<file path="src/rtl/anffl_tex_addr_pipe.sv">
// Two-stage texture address generator: request register (A) feeding an output register (B).
// Optional 2x2 bilinear footprint expansion is built only when ANFFL_TEX_BILINEAR_EN is defined.
module anffl_tex_addr_pipe #(
  parameter int ADDR_W  = 32,
  parameter int COORD_W = 16,
  parameter int TAG_W   = 8
) (
  input  logic               clk,
  input  logic               rstN,
  input  logic               inValid,
  output logic               inReady,
  input  logic [COORD_W-1:0] xPixel,
  input  logic [COORD_W-1:0] yPixel,
  input  logic [63:0]        texMeta,
  input  logic               clampMode,
  input  logic               bilinear,
  input  logic [TAG_W-1:0]   inTag,
  output logic               outValid,
  input  logic               outReady,
  output logic [ADDR_W-1:0]  addr,
  output logic [TAG_W-1:0]   outTag,
  output logic [1:0]         outSub,
  output logic               outLast,
  output logic               outErr
);

  typedef enum logic [1:0] {K_BMP, K_CMP, K_TIL, K_ERR} kind_e;

  logic               a_valid_q, a_valid_d;
  logic [COORD_W-1:0] x_q, y_q;
  logic [4:0]         fmt_q;
  logic [3:0]         we_q, he_q;
  logic [ADDR_W-1:0]  base_q;
  logic               clamp_q;
  logic [TAG_W-1:0]   tag_q;

  logic               out_valid_q;
  logic [ADDR_W-1:0]  addr_q, addr_d;
  logic [TAG_W-1:0]   out_tag_q;
  logic [1:0]         out_sub_q;
  logic               out_last_q, out_err_q, err_d;

  logic               b_adv, a_issue, a_last, accept, unused_ok;
  logic [1:0]         cur_sub;

`ifdef ANFFL_TEX_BILINEAR_EN
  logic               bil_q;
  logic [1:0]         sub_q, sub_d;
  assign unused_ok = ^texMeta[31:13];
`else
  assign unused_ok = ^{texMeta[31:13], bilinear};
`endif

  always_comb begin
    b_adv = !out_valid_q | outReady;
`ifdef ANFFL_TEX_BILINEAR_EN
    a_last  = !bil_q | (sub_q == 2'd3);
    cur_sub = sub_q;
`else
    a_last  = 1'b1;
    cur_sub = 2'd0;
`endif
    a_issue   = a_valid_q & b_adv;
    inReady   = rstN & (!a_valid_q | (a_last & b_adv));
    accept    = inValid & inReady;
    a_valid_d = accept | (a_valid_q & !(a_issue & a_last));
`ifdef ANFFL_TEX_BILINEAR_EN
    sub_d = sub_q;
    if (accept)
      sub_d = 2'd0;
    else if (a_issue && !a_last)
      sub_d = sub_q + 2'd1;
`endif
  end

  // Coordinate addressing: +1 is done one bit wider so repeat wraps and clamp saturates correctly.
  logic [COORD_W:0]  x_c, y_c, x_mask, y_mask, x_a, y_a;
  logic [ADDR_W-1:0] xe, ye, off, scaled, tile;
  kind_e             kind;
  logic [2:0]        sz_sh;
  logic              sz_x3;

  always_comb begin
    x_c    = {1'b0, x_q} + (COORD_W+1)'(cur_sub[0]);
    y_c    = {1'b0, y_q} + (COORD_W+1)'(cur_sub[1]);
    x_mask = ~({(COORD_W+1){1'b1}} << we_q);
    y_mask = ~({(COORD_W+1){1'b1}} << he_q);
    x_a    = clamp_q ? ((x_c > x_mask) ? x_mask : x_c) : (x_c & x_mask);
    y_a    = clamp_q ? ((y_c > y_mask) ? y_mask : y_c) : (y_c & y_mask);
    xe     = ADDR_W'(x_a);
    ye     = ADDR_W'(y_a);

    kind  = K_ERR;
    sz_sh = 3'd0;
    sz_x3 = 1'b0;
    case (fmt_q)
      5'b00000:                               begin kind = K_BMP; sz_sh = 3'd1; sz_x3 = 1'b1; end
      5'b00100:                               begin kind = K_BMP; sz_sh = 3'd2; end
      5'b00001, 5'b00101, 5'b01001, 5'b01101: begin kind = K_BMP; sz_sh = 3'd1; end
      5'b00010, 5'b01010, 5'b10010, 5'b10110: begin kind = K_CMP; sz_sh = 3'd3; end
      5'b00110:                               begin kind = K_CMP; sz_sh = 3'd4; end
      5'b00011:                               begin kind = K_TIL; sz_sh = 3'd1; sz_x3 = 1'b1; end
      5'b00111:                               begin kind = K_TIL; sz_sh = 3'd2; end
      5'b01011, 5'b01111, 5'b10111:           begin kind = K_TIL; sz_sh = 3'd1; end
      5'b10011:                               begin kind = K_TIL; sz_sh = 3'd0; end
      default: ;
    endcase
    if ((kind == K_CMP && we_q < 4'd2) || (kind == K_TIL && we_q < 4'd4))
      kind = K_ERR;

    tile = '0;
    case (kind)
      K_BMP:   off = (ye << we_q) + xe;
      K_CMP:   off = ((ye >> 2) << (we_q - 4'd2)) | (xe >> 2);
      K_TIL: begin
        tile = ((ye >> 4) << (we_q - 4'd4)) | (xe >> 4);
        off  = (tile << 8) + ADDR_W'({y_a[3:0], x_a[3:0]});
      end
      default: off = '0;
    endcase

    // Texel sizes are 1/2/4/8/16 (pure shift) or 3 (shift by one plus one copy).
    scaled = (off << sz_sh) + (sz_x3 ? off : '0);
    addr_d = base_q + scaled;
    err_d  = (kind == K_ERR);
  end

  always_ff @(posedge clk or negedge rstN) begin
    if (!rstN) begin
      a_valid_q <= 1'b0;
      x_q       <= '0;
      y_q       <= '0;
      fmt_q     <= '0;
      we_q      <= '0;
      he_q      <= '0;
      base_q    <= '0;
      clamp_q   <= 1'b0;
      tag_q     <= '0;
`ifdef ANFFL_TEX_BILINEAR_EN
      bil_q     <= 1'b0;
      sub_q     <= 2'd0;
`endif
    end else begin
      a_valid_q <= a_valid_d;
`ifdef ANFFL_TEX_BILINEAR_EN
      sub_q     <= sub_d;
`endif
      if (accept) begin
        x_q     <= xPixel;
        y_q     <= yPixel;
        fmt_q   <= texMeta[4:0];
        he_q    <= texMeta[8:5];
        we_q    <= texMeta[12:9];
        base_q  <= ADDR_W'(texMeta[63:32]);
        clamp_q <= clampMode;
        tag_q   <= inTag;
`ifdef ANFFL_TEX_BILINEAR_EN
        bil_q   <= bilinear;
`endif
      end
    end
  end

  always_ff @(posedge clk or negedge rstN) begin
    if (!rstN) begin
      out_valid_q <= 1'b0;
      addr_q      <= '0;
      out_tag_q   <= '0;
      out_sub_q   <= 2'd0;
      out_last_q  <= 1'b0;
      out_err_q   <= 1'b0;
    end else if (b_adv) begin
      out_valid_q <= a_valid_q;
      if (a_valid_q) begin
        addr_q     <= addr_d;
        out_tag_q  <= tag_q;
        out_sub_q  <= cur_sub;
        out_last_q <= a_last;
        out_err_q  <= err_d;
      end
    end
  end

  assign outValid = out_valid_q;
  assign addr     = addr_q;
  assign outTag   = out_tag_q;
  assign outSub   = out_sub_q;
  assign outLast  = out_last_q;
  assign outErr   = out_err_q;

endmodule

</file>
<file path="config.mk">
export PLATFORM = sky130hd
export DESIGN_NAME = anffl_tex_addr_pipe
export DESIGN_NICKNAME = d
export VERILOG_FILES = /design/src/rtl/anffl_tex_addr_pipe.sv
export SDC_FILE = /design/constraint.sdc
export NUM_CORES = 1
export LEC_CHECK = 0
export CAP_MARGIN = 30
export CORE_MARGIN = 2
export CORE_UTILIZATION = 60
export DETAILED_ROUTE_END_ITERATION = 16
export GPL_ROUTABILITY_DRIVEN = 0
export MAX_ROUTING_LAYER = met4
export PLACE_DENSITY = 0.82
export SYNTH_ARGS = -nofsm -noshare
export SYNTH_HDL_FRONTEND = slang
export SYNTH_SLANG_ARGS = --single-unit
</file>
<file path="constraint.sdc">
create_clock -name clk -period 16.42 [get_ports clk]
set_input_delay 4.105 -clock clk [delete_from_list [all_inputs] [get_ports clk]]
set_output_delay 4.105 -clock clk [all_outputs]
set_load 0.05 [all_outputs]
</file>
Yosys cells after proc, flatten, opt, wreduce, memory -nomap -nowiden
Cells that the tools add are included.
{"block": "word_totals", "regBits": 130, "input_bits": 110, "mem_bits_ro": 0, "word_cells": 90, "mem_count": 0, "out_inout_bits": 46, "mem_bits_rw": 0, "latch_bits": 0}
{"block": "op_classes", "n_div": 0, "reduce_logical": 16, "n_addsub": 6, "mul": 0, "n_eq_ne": 21, "n_lt_le_gt_ge": 4, "bitwise": 13, "muxes": 10, "shifts": 6}
{"op": "$pmux 32 s3", "count": 1}
{"op": "$mux 17", "count": 4}
{"op": "$add 32x32->32", "count": 2}
{"op": "$and 16x17->17", "count": 2}
{"op": "$gt 16x17->1", "count": 2}
{"op": "$not 17->17", "count": 2}
{"op": "$shl 17x4->17 const A", "count": 2}
{"op": "$add 32x17->32", "count": 1}
{"op": "$add 32x8->32", "count": 1}
{"op": "$mux 32", "count": 1}
{"op": "$or 32x15->32", "count": 1}
{"op": "$shl 15x4->32", "count": 1}
{"op": "$shl 17x4->32", "count": 1}
{"op": "$shl 32x3->32", "count": 1}
{"op": "$eq 5x4->1 const B", "count": 5}
{"op": "$or 24x13->24", "count": 1}
{"op": "$shl 13x4->24", "count": 1}
{"op": "$eq 5x3->1 const B", "count": 4}
{"op": "$eq 5x5->1 const B", "count": 4}
{"op": "$pmux 3 s4", "count": 1}
{"op": "$reduce_or 6->1", "count": 2}
{"op": "$eq 5x2->1 const B", "count": 2}
{"op": "$reduce_or 9->1", "count": 1}
{"op": "$eq 2x2->1 const B", "count": 3}
{"op": "20 further kinds", "count": 30}

Depth between registers and ports, before layout
Gate-level depths: netlist of run 1.
{"block": "logic_depth", "word_depth": 12, "ltp_mapped": 50, "mapped_depth_nobuf": 46}

Least setup slack after synthesis of run 1
Ideal clock, no wire load.
{"block": "synth_timing", "path_kind": "register to register", "from": "reg we_q[1]", "to": "reg addr_q[29], in the netlist addr[29]", "setup_slack_ps": 6660, "path_stages_with_launch": 46, "n_path_buf": 6, "t_arrival_ps": 9627, "path_cell_list": "dfrtp_1 clkbuf_1 buf_1 clkbuf_1 clkbuf_1 nand2_1 nand2_1 ha_1 inv_1 a21oi_1 nor2_1 o21ai_0 a21oi_1 o31ai_1 a21oi_1 clkbuf_1 clkbuf_1 mux2_2 [... 10 more ...] or2_2 xor2_1 a222oi_1 mux2i_1 a22o_1 mux2i_1 fa_1 inv_1 ha_1 nand3_1 a211oi_1 o31ai_1 o2111ai_1 a21o_1 a21o_1 a21oi_1 xor2_1 o21ai_0"}
{"block": "synth_via", "elab_chain_len": 11, "elab_cells_between_ends": 29}
{"element": "from (decl)", "line": "32", "source": "logic [3:0] we_q, he_q;"}
{"element": "from (signal assigned)", "line": "153", "source": "we_q <= texMeta[12:9];"}
{"element": "$shl 17x4->17", "line": "86", "source": "x_mask = ~({(COORD_W+1){1'b1}} << we_q);"}
{"element": "$not 17->17", "line": "86"}
{"element": "$gt 16x17->1", "line": "88", "source": "x_a = clamp_q ? ((x_c > x_mask) ? x_mask : x_c) : (x_c & x_mask);"}
{"element": "$mux 17 (2 in series)", "line": "88"}
{"element": "$or 24x13->24", "line": "116", "source": "tile = ((ye >> 4) << (we_q - 4'd4)) | (xe >> 4);"}
{"element": "$add 32x8->32", "line": "117", "source": "off = (tile << 8) + ADDR_W'({y_a[3:0], x_a[3:0]});"}
{"element": "$pmux 32 s3 *", "line": "112", "source": "case (kind)"}
{"element": "$shl 32x3->32 / $mux 32 (equally long branches)", "line": "123", "source": "scaled = (off << sz_sh) + (sz_x3 ? off : '0);"}
{"element": "$add 32x32->32 *", "line": "123"}
{"element": "$add 32x32->32 *", "line": "124", "source": "addr_d = base_q + scaled;"}
{"element": "to (signal assigned)", "line": "175", "source": "addr_q <= addr_d;"}
{"element": "to (decl)", "line": "38", "source": "logic [ADDR_W-1:0] addr_q, addr_d;"}
Every way passes the cells marked *; elsewhere a longest branch is shown, timed or not.
A chain may end at the register's enable or synchronous reset.

Worst setup path in the final report of run 1
{"block": "layout_timing", "from": "reg he_q[3]", "to": "reg addr_q[31], in the netlist addr[31]"}
{"block": "layout_via", "elab_chain_len": 12, "elab_cells_between_ends": 18}
{"element": "from (decl)", "line": "32"}
{"element": "from (signal assigned)", "line": "152", "source": "he_q <= texMeta[8:5];"}
{"element": "$shl 17x4->17 *", "line": "87", "source": "y_mask = ~({(COORD_W+1){1'b1}} << he_q);"}
{"element": "$not 17->17 *", "line": "87"}
{"element": "$gt 16x17->1", "line": "89", "source": "y_a = clamp_q ? ((y_c > y_mask) ? y_mask : y_c) : (y_c & y_mask);"}
{"element": "$mux 17", "line": "89"}
{"element": "$mux 17 *", "line": "89"}
{"element": "$shl 13x4->24", "line": "116"}
{"element": "$or 24x13->24", "line": "116"}
{"element": "$add 32x8->32", "line": "117"}
{"element": "$pmux 32 s3 *", "line": "112"}
{"element": "$shl 32x3->32 / $mux 32 (equally long branches)", "line": "123"}
{"element": "$add 32x32->32 *", "line": "123"}
{"element": "$add 32x32->32 *", "line": "124"}
Marked as above.

==> flow_summary.yaml, run 1 <==
global_route:
  grt_antenna_before_repair: 0
  grt_pass1_wl_um: 68000
  grt_start_max_net_pins: 71
  grt_util_all_layers: 0.331
  grt_pass1_vias: 13700
  overflow: 0
setup_path:
  cp.arrival_ps: 11450
  path_buf_inv: 3
  crit_path_max_incr_delay_ps: 690
  path_delay_family: "compound AO/OA/AOI/OAI gates"
  critPathCaptureType: "register"
  crit_slowest_cell: "nand3_1"
  start_kind: "register"
  cp_data_required_time_ps: 16720
  path_class: "register to register"
  path_max_fanout: 21
sta:
  clock.fmax_ghz: 0.0896
  hold_viol_final: 0
  grt_setup_unrepaired: "false"
  post-route-period-util: 0.679
  fin_setup_tns_ps: 0
  slew_headroom: 0.294
  setup_violations: 0
  worst_slew_pin_slew_ps: 1060
  clock_skew_ps: 16.1
  finalMaxSlewViolations: 0
  period_needed_ps: 11160
synthesis:
  synth_cell_types: 86
  async_flop_share: 1.00
  ys_seq_elements: 130
  syn-cell-area_um2: 14700
  synth_warnings: 0
  synth_area_leaders: "dfrtp_1 (22%), ha_1 (9.5%), mux2_2 (8.6%)"
  synth_cells: 1775
  synth-edff-count: 0
  ys_seq_area_frac: 0.221
  yosys_most_used_dff: "dfrtp_1"
  yosysTopAreaCell: "dfrtp_1"
  synth_top_area_share: 0.221
  synth.avg_cell_area_um2: 8.31
finish:
  layout_common_cells: "nand2_1 (177), inv_1 (137), clkdlybuf4s50_1 (132)"
  final_nets: 2104
  areaGrowthSynthToFinish_pct: 14.4
  final_common_cell: "nand2_1"
  fillers: 1881
  drive_gt1_frac: 0.118
  n_antenna_cell: 0
  layout.cells.non_filler: 2186
floorplanning:
  die_h_um: 161
  core_um2: 24200
  rows: 57
  dieArea_um2: 25800
  io_pins: 156
  start_util: 0.608
  die_w_um: 161
route:
  drt_iter0_markers: 1945
  wire_per_inst_um: 19.1
  drc: 0
  vias: 14300
  vias_per_cell: 6.53
  dr.pass1.iters: 7
  ant_nets: 0
  wirelength_um: 41800
cts:
  htreeDepth: 4
  cts_setup_buffers: 0
  cts_repair_resize_count: 0
  postCtsHoldBufs: 0
  cts_made_buffers: 17
  clock-sinks: 130
  clk_latency_ps: 450
  cts-root-buf: "clkbuf_16"
  clock_path_buffers: 2
  cts.clk_slew.worst_paths_ps: 70
  cts_tree: "done"
place:
  place_inst: 2154
  port_buffers: 133
  hpwlAfterDp_um: 31000
job:
  drv_cap: 0
power_and_ir_drop:
  clkPwrFrac: 0.132
  swShare: 0.519
  intPower_uw: 1410
  ir_worst_vdd_mv: 0.103
  power_density_nw_per_um2: 173
  p_comb_frac: 0.708
  total_power_uw: 2920
  p_leak_uw: 0.00758
  p_sw_uw: 1520
  power.share.sequential: 0.160
status:
  status: "finished clean"
hold_path:
  min_path_type: "register to register"
cell usage after synthesis, types with 33 or more instances:
master / count
nand2_1: 179
inv_1: 137
dfrtp_1: 130
nor2_1: 127
o21ai_0: 121
mux2_2: 113
ha_1: 112
a21oi_1: 95
mux2i_1: 85
clkbuf_1: 68
nand3_1: 49
nor3_1: 38
fa_1: 33
stage by stage:
stage	worst slack, ps	util	hold slack (ps)	cell area (um2)
after detailed placement	5600	0.672	472	16300
after global placement	5470	0.670	452	16300
after floorplan	6660	-	457	14800
final	5260	0.696	478	16900
after CTS	5510	0.696	489	16900
after global routing	4450	0.696	501	16900
worst register-to-register path: cells and delay by family (launching register included):
kind / cells / cell delay (ps)
DFF: 1 / 550
adders and majority gates: 4 / 1300
muxes: 3 / 610
AOI/OAI and AO/OA: 18 / 5530
xor gates and xnor gates: 2 / 460
and+or+nand+nor: 8 / 2290
buffers and inverters: 3 / 300
sequential cells by signal (all words and copies together) (netlist names):
| register | count |
|---|---|
| he_q | 4 |
| base_q | 32 |
| outLast | 1 |
| fmt_q | 5 |
| tag_q | 8 |
| x_q | 16 |
| outTag | 8 |
| clamp_q | 1 |
| we_q | 4 |
| y_q | 16 |
| outValid | 1 |
| outErr | 1 |
| a_valid_q | 1 |
| addr | 32 |
layout make-up:
type | instances | area (um2) | area share
clock inverter | 15 | 160 | 0.00949
sequential | 130 | 3250 | 0.193
tap | 324 | 405 | 0.0240
timing repair buffer | 153 | 1490 | 0.0886
inverter | 139 | 522 | 0.0309
clock buffer | 17 | 425 | 0.0252
multi-input combinational | 1408 | 10600 | 0.629
path summary, 6_finish.rpt:
path	from	endpoint	slack [ps]	depth (start not counted)
max	he_q[3]$_DFFE_PN0P_	addr[31]$_DFFE_PN0P_	5260	38
min	outLast$_DFFE_PN0P_	outLast$_DFFE_PN0P_	480	1
max reg2reg	he_q[3]$_DFFE_PN0P_	addr[31]$_DFFE_PN0P_	5260	38
min reg2reg	outLast$_DFFE_PN0P_	outLast$_DFFE_PN0P_	480	1
max in group asynchronous	rstN	tag_q[1]$_DFFE_PN0P_	11920	2
min in group asynchronous	rstN	addr[25]$_DFFE_PN0P_	3520	1
power by group through the flow:
stage	clock, uW	sequential (uW)	combinational (uW)
CTS	391	467	2020
finish	386	468	2070
global placement	0	468	1930
floorplan	0	616	1360
detailed placement	0	473	1990
global route	404	480	2240
layer usage:
layer / global-route usage / up-vias / routed length [um] / part of all wire
met2: 0.536 / 909 / 19500 / 0.47
met3: 0.0447 / 197 / 3630 / 0.087
met1: 0.417 / 6620 / 16900 / 0.40
li1: - / 6547 / - / -
met5: - / - / 0 / 0
met4: 0.148 / 0 / 1790 / 0.043
cell families (layout without fill, tap and decap cells):
logic type	after synthesis	in the layout	synth area share
adders and majority gates	145	145	0.140
and+or+nand+nor	532	532	0.174
DFF	130	130	0.221
buffers and inverters	239	324	0.0628
other	1	3	0.000254
xor gates and xnor gates	47	47	0.0288
AOI/OAI and AO/OA	473	473	0.214
muxes	208	208	0.159
No activity file was read; power rests on OpenSTA's default activity.
==> inputs of run 2 (changes only) <==
- CORE_UTILIZATION: 60 -> 53
- PLACE_DENSITY: 0.82 -> 0.76
- clock period: 16.42 -> 9.8 ns (I/O delays scaled with it)
==> run 2 against run 1 <==
  * Fmax up 17%
  * Via count up 2.7%
  * Sequential power up 68%
  * Worst hold slack better by 1.1 ps
  * Clock skew down 2.1 ps
  * Clock power up 73%
  * Sequential cell count unchanged
  * Clock-buffer cell count unchanged
  * Critical endpoint unchanged
==> flow_summary.yaml, run 2 (synthesized netlist as in run 1, its figures left out) <==
route:
  wire_per_inst_um: 18.3
  ant_nets: 0
  wirelength_um: 43600
  vias: 14700
  dr.pass1.iters: 7
  drt_iter0_markers: 1461
  drc: 0
  vias_per_cell: 6.15
cts:
  clk_latency_ps: 440
  cts.clk_slew.worst_paths_ps: 70
  htreeDepth: 4
  clock-sinks: 130
  clock_path_buffers: 2
  cts-root-buf: "clkbuf_16"
  cts_made_buffers: 17
  cts_tree: "done"
setup_path:
  cp.arrival_ps: 9880
  path_buf_inv: 3
  critPathCaptureType: "register"
  reg2reg_from: "he_q[0]$_DFFE_PN0P_"
  path_depth: 39
  start_kind: "register"
  crit_path_max_incr_delay_ps: 590
  path_delay_family: "compound AO/OA/AOI/OAI gates"
  critPathLaunch: "he_q[0]$_DFFE_PN0P_"
  reg2reg_depth: 39
  cp_data_required_time_ps: 10170
  path_class: "register to register"
  path_max_fanout: 5
  worstReg2RegEnd: "addr[31]$_DFFE_PN0P_"
  crit_end: "addr[31]$_DFFE_PN0P_"
  reg2reg_slack_ps: 290
  crit_slowest_cell: "or4_4"
finish:
  n_antenna_cell: 0
  areaGrowthSynthToFinish_pct: 23.7
  fillers: 2222
  layout_common_cells: "nand2_1 (177), buf_4 (161), inv_1 (136)"
  finalInstanceArea_um2: 18200
  multiInputGateArea_um2: 10800
  final_common_cell: "nand2_1"
  final_nets: 2247
  area.sequential_um2: 3250
  drive_gt1_frac: 0.199
power_and_ir_drop:
  p_leak_uw: 0.00832
  intPower_uw: 2810
  power.share.sequential: 0.143
  p_comb_frac: 0.735
  swShare: 0.488
  ir_worst_vdd_mv: 0.142
  power_density_nw_per_um2: 301
  clkPwrFrac: 0.121
  p_sw_uw: 2680
place:
  port_buffers: 133
  hpwlAfterDp_um: 32700
  dpl_cell_area_um2: 17400
floorplanning:
  dieArea_um2: 29200
  core_um2: 27600
  rows: 61
  die_h_um: 171
  io_pins: 156
  start_util: 0.535
  die_w_um: 171
sta:
  slew_headroom: 0.404
  clock.fmax_ghz: 0.105
  period_needed_ps: 9510
  worst_slew_pin_slew_ps: 893
  setup_violations: 0
  clock_skew_ps: 14.0
  post-route-period-util: 0.970
  finalMaxSlewViolations: 0
  fin_setup_tns_ps: 0
  hold_viol_final: 0
global_route:
  overflow: 0
  grt_antenna_before_repair: 0
  grt_pass1_vias: 14000
  grt_start_max_net_pins: 78
  grt_util_all_layers: 0.303
  grt_pass1_wl_um: 69400
hold_path:
  min_path_type: "register to register"
status:
  status: "finished clean"
job:
  drv_cap: 0
run 2: cell count changes in the layout (fill, tap and decap cells not counted), moves of 3 or more:
| cell | delta |
|---|---|
| buf_4 | +143 |
| o21ai_0 | -8 |
| a211oi_1 | -5 |
| a211oi_2 | +5 |
| nor3_1 | -4 |
| o21ai_1 | +4 |
| o21ai_2 | +4 |
| a21oi_1 | -3 |
| a21oi_2 | +3 |
| nor3_2 | +3 |
| o31ai_1 | -3 |
run 2: what timing repair did:
action                                  in CTS  in global routing
hold buffers                                 0                  0
gates resized for setup                      0                 51
setup buffers                                0                  8
endpoints found under the setup margin       0                 10
endpoints found under the hold margin        0                  0
run 2: area by class of cell:
cell class / count / area share
Multi-Input combinational cell: 1408 / 0.593
Sequential cell: 130 / 0.178
Timing Repair Buffer: 296 / 0.142
Inverter: 139 / 0.0286
Tap cell: 378 / 0.0259
Clock buffer: 17 / 0.0233
Clock inverter: 15 / 0.00912
run 2: worst min-delay path by stage:
| stage | startpoint | cells after the start | endpoint |
|---|---|---|---|
| 3_5_place_dp | addr[27]$_DFFE_PN0P_ | 2 | addr[27]$_DFFE_PN0P_ |
| 3_3_place_gp | outLast$_DFFE_PN0P_ | 1 | outLast$_DFFE_PN0P_ |
| 5_1_grt | tag_q[3]$_DFFE_PN0P_ | 1 | outTag[3]$_DFFE_PN0P_ |
| 2_1_floorplan | a_valid_q$_DFF_PN0_ | 1 | outValid$_DFFE_PN0P_ |
| 6_report | addr[27]$_DFFE_PN0P_ | 2 | addr[27]$_DFFE_PN0P_ |
| 4_1_cts | addr[16]$_DFFE_PN0P_ | 2 | addr[16]$_DFFE_PN0P_ |
run 2: tightest hold or removal path: cells and delay by family, from the launching register on:
| kind | cells | cell delay, ps |
|---|---|---|
| DFF | 1 | 340 |
| AOI/OAI and AO/OA | 1 | 60 |
| and+or+nand+nor | 1 | 40 |
run 2: metal layers:
layer,vias up,global-route usage,share of wire
met1,6912,0.385,0.42
met5,-,-,0
li1,6836,-,-
met2,740,0.485,0.46
met4,0,0.127,0.041
met3,168,0.0433,0.078
run 2: power groups by stage:
stage | clock (uW) | sequential (uW) | combinational (uW)
after floorplan | 0 | 1030 | 2280
after global placement | 0 | 784 | 3710
after detailed placement | 0 | 793 | 3810
after CTS | 675 | 783 | 3860
after global routing | 693 | 803 | 4360
final | 666 | 785 | 4030
run 2: through the flow:
step                total power [uW]  cells  hold slack [ps]  setup slack [ps]   util
floorplan                       3310   1777              457              39.6      -
global placement                4500   2342              448               345  0.630
detailed placement              4600   2343              470               148  0.631
CTS                             5320   2375              486              80.8  0.653
global route                    5860   2383              503              -132  0.662
finish                          5480   2383              479               290  0.662
==> inputs of run 3 (changes only) <==
--- a/constraint.sdc
+++ b/constraint.sdc
@@ -3,2 +3,2 @@
 set_output_delay 2.45 -clock clk [all_outputs]
-set_load 0.05 [all_outputs]
+set_load 0.02 [all_outputs]
==> results of run 3 <==
The final DEF is identical to that of run 2. Status: finished clean.
Main changes from that run: total power 5480 uW -> 5300 uW
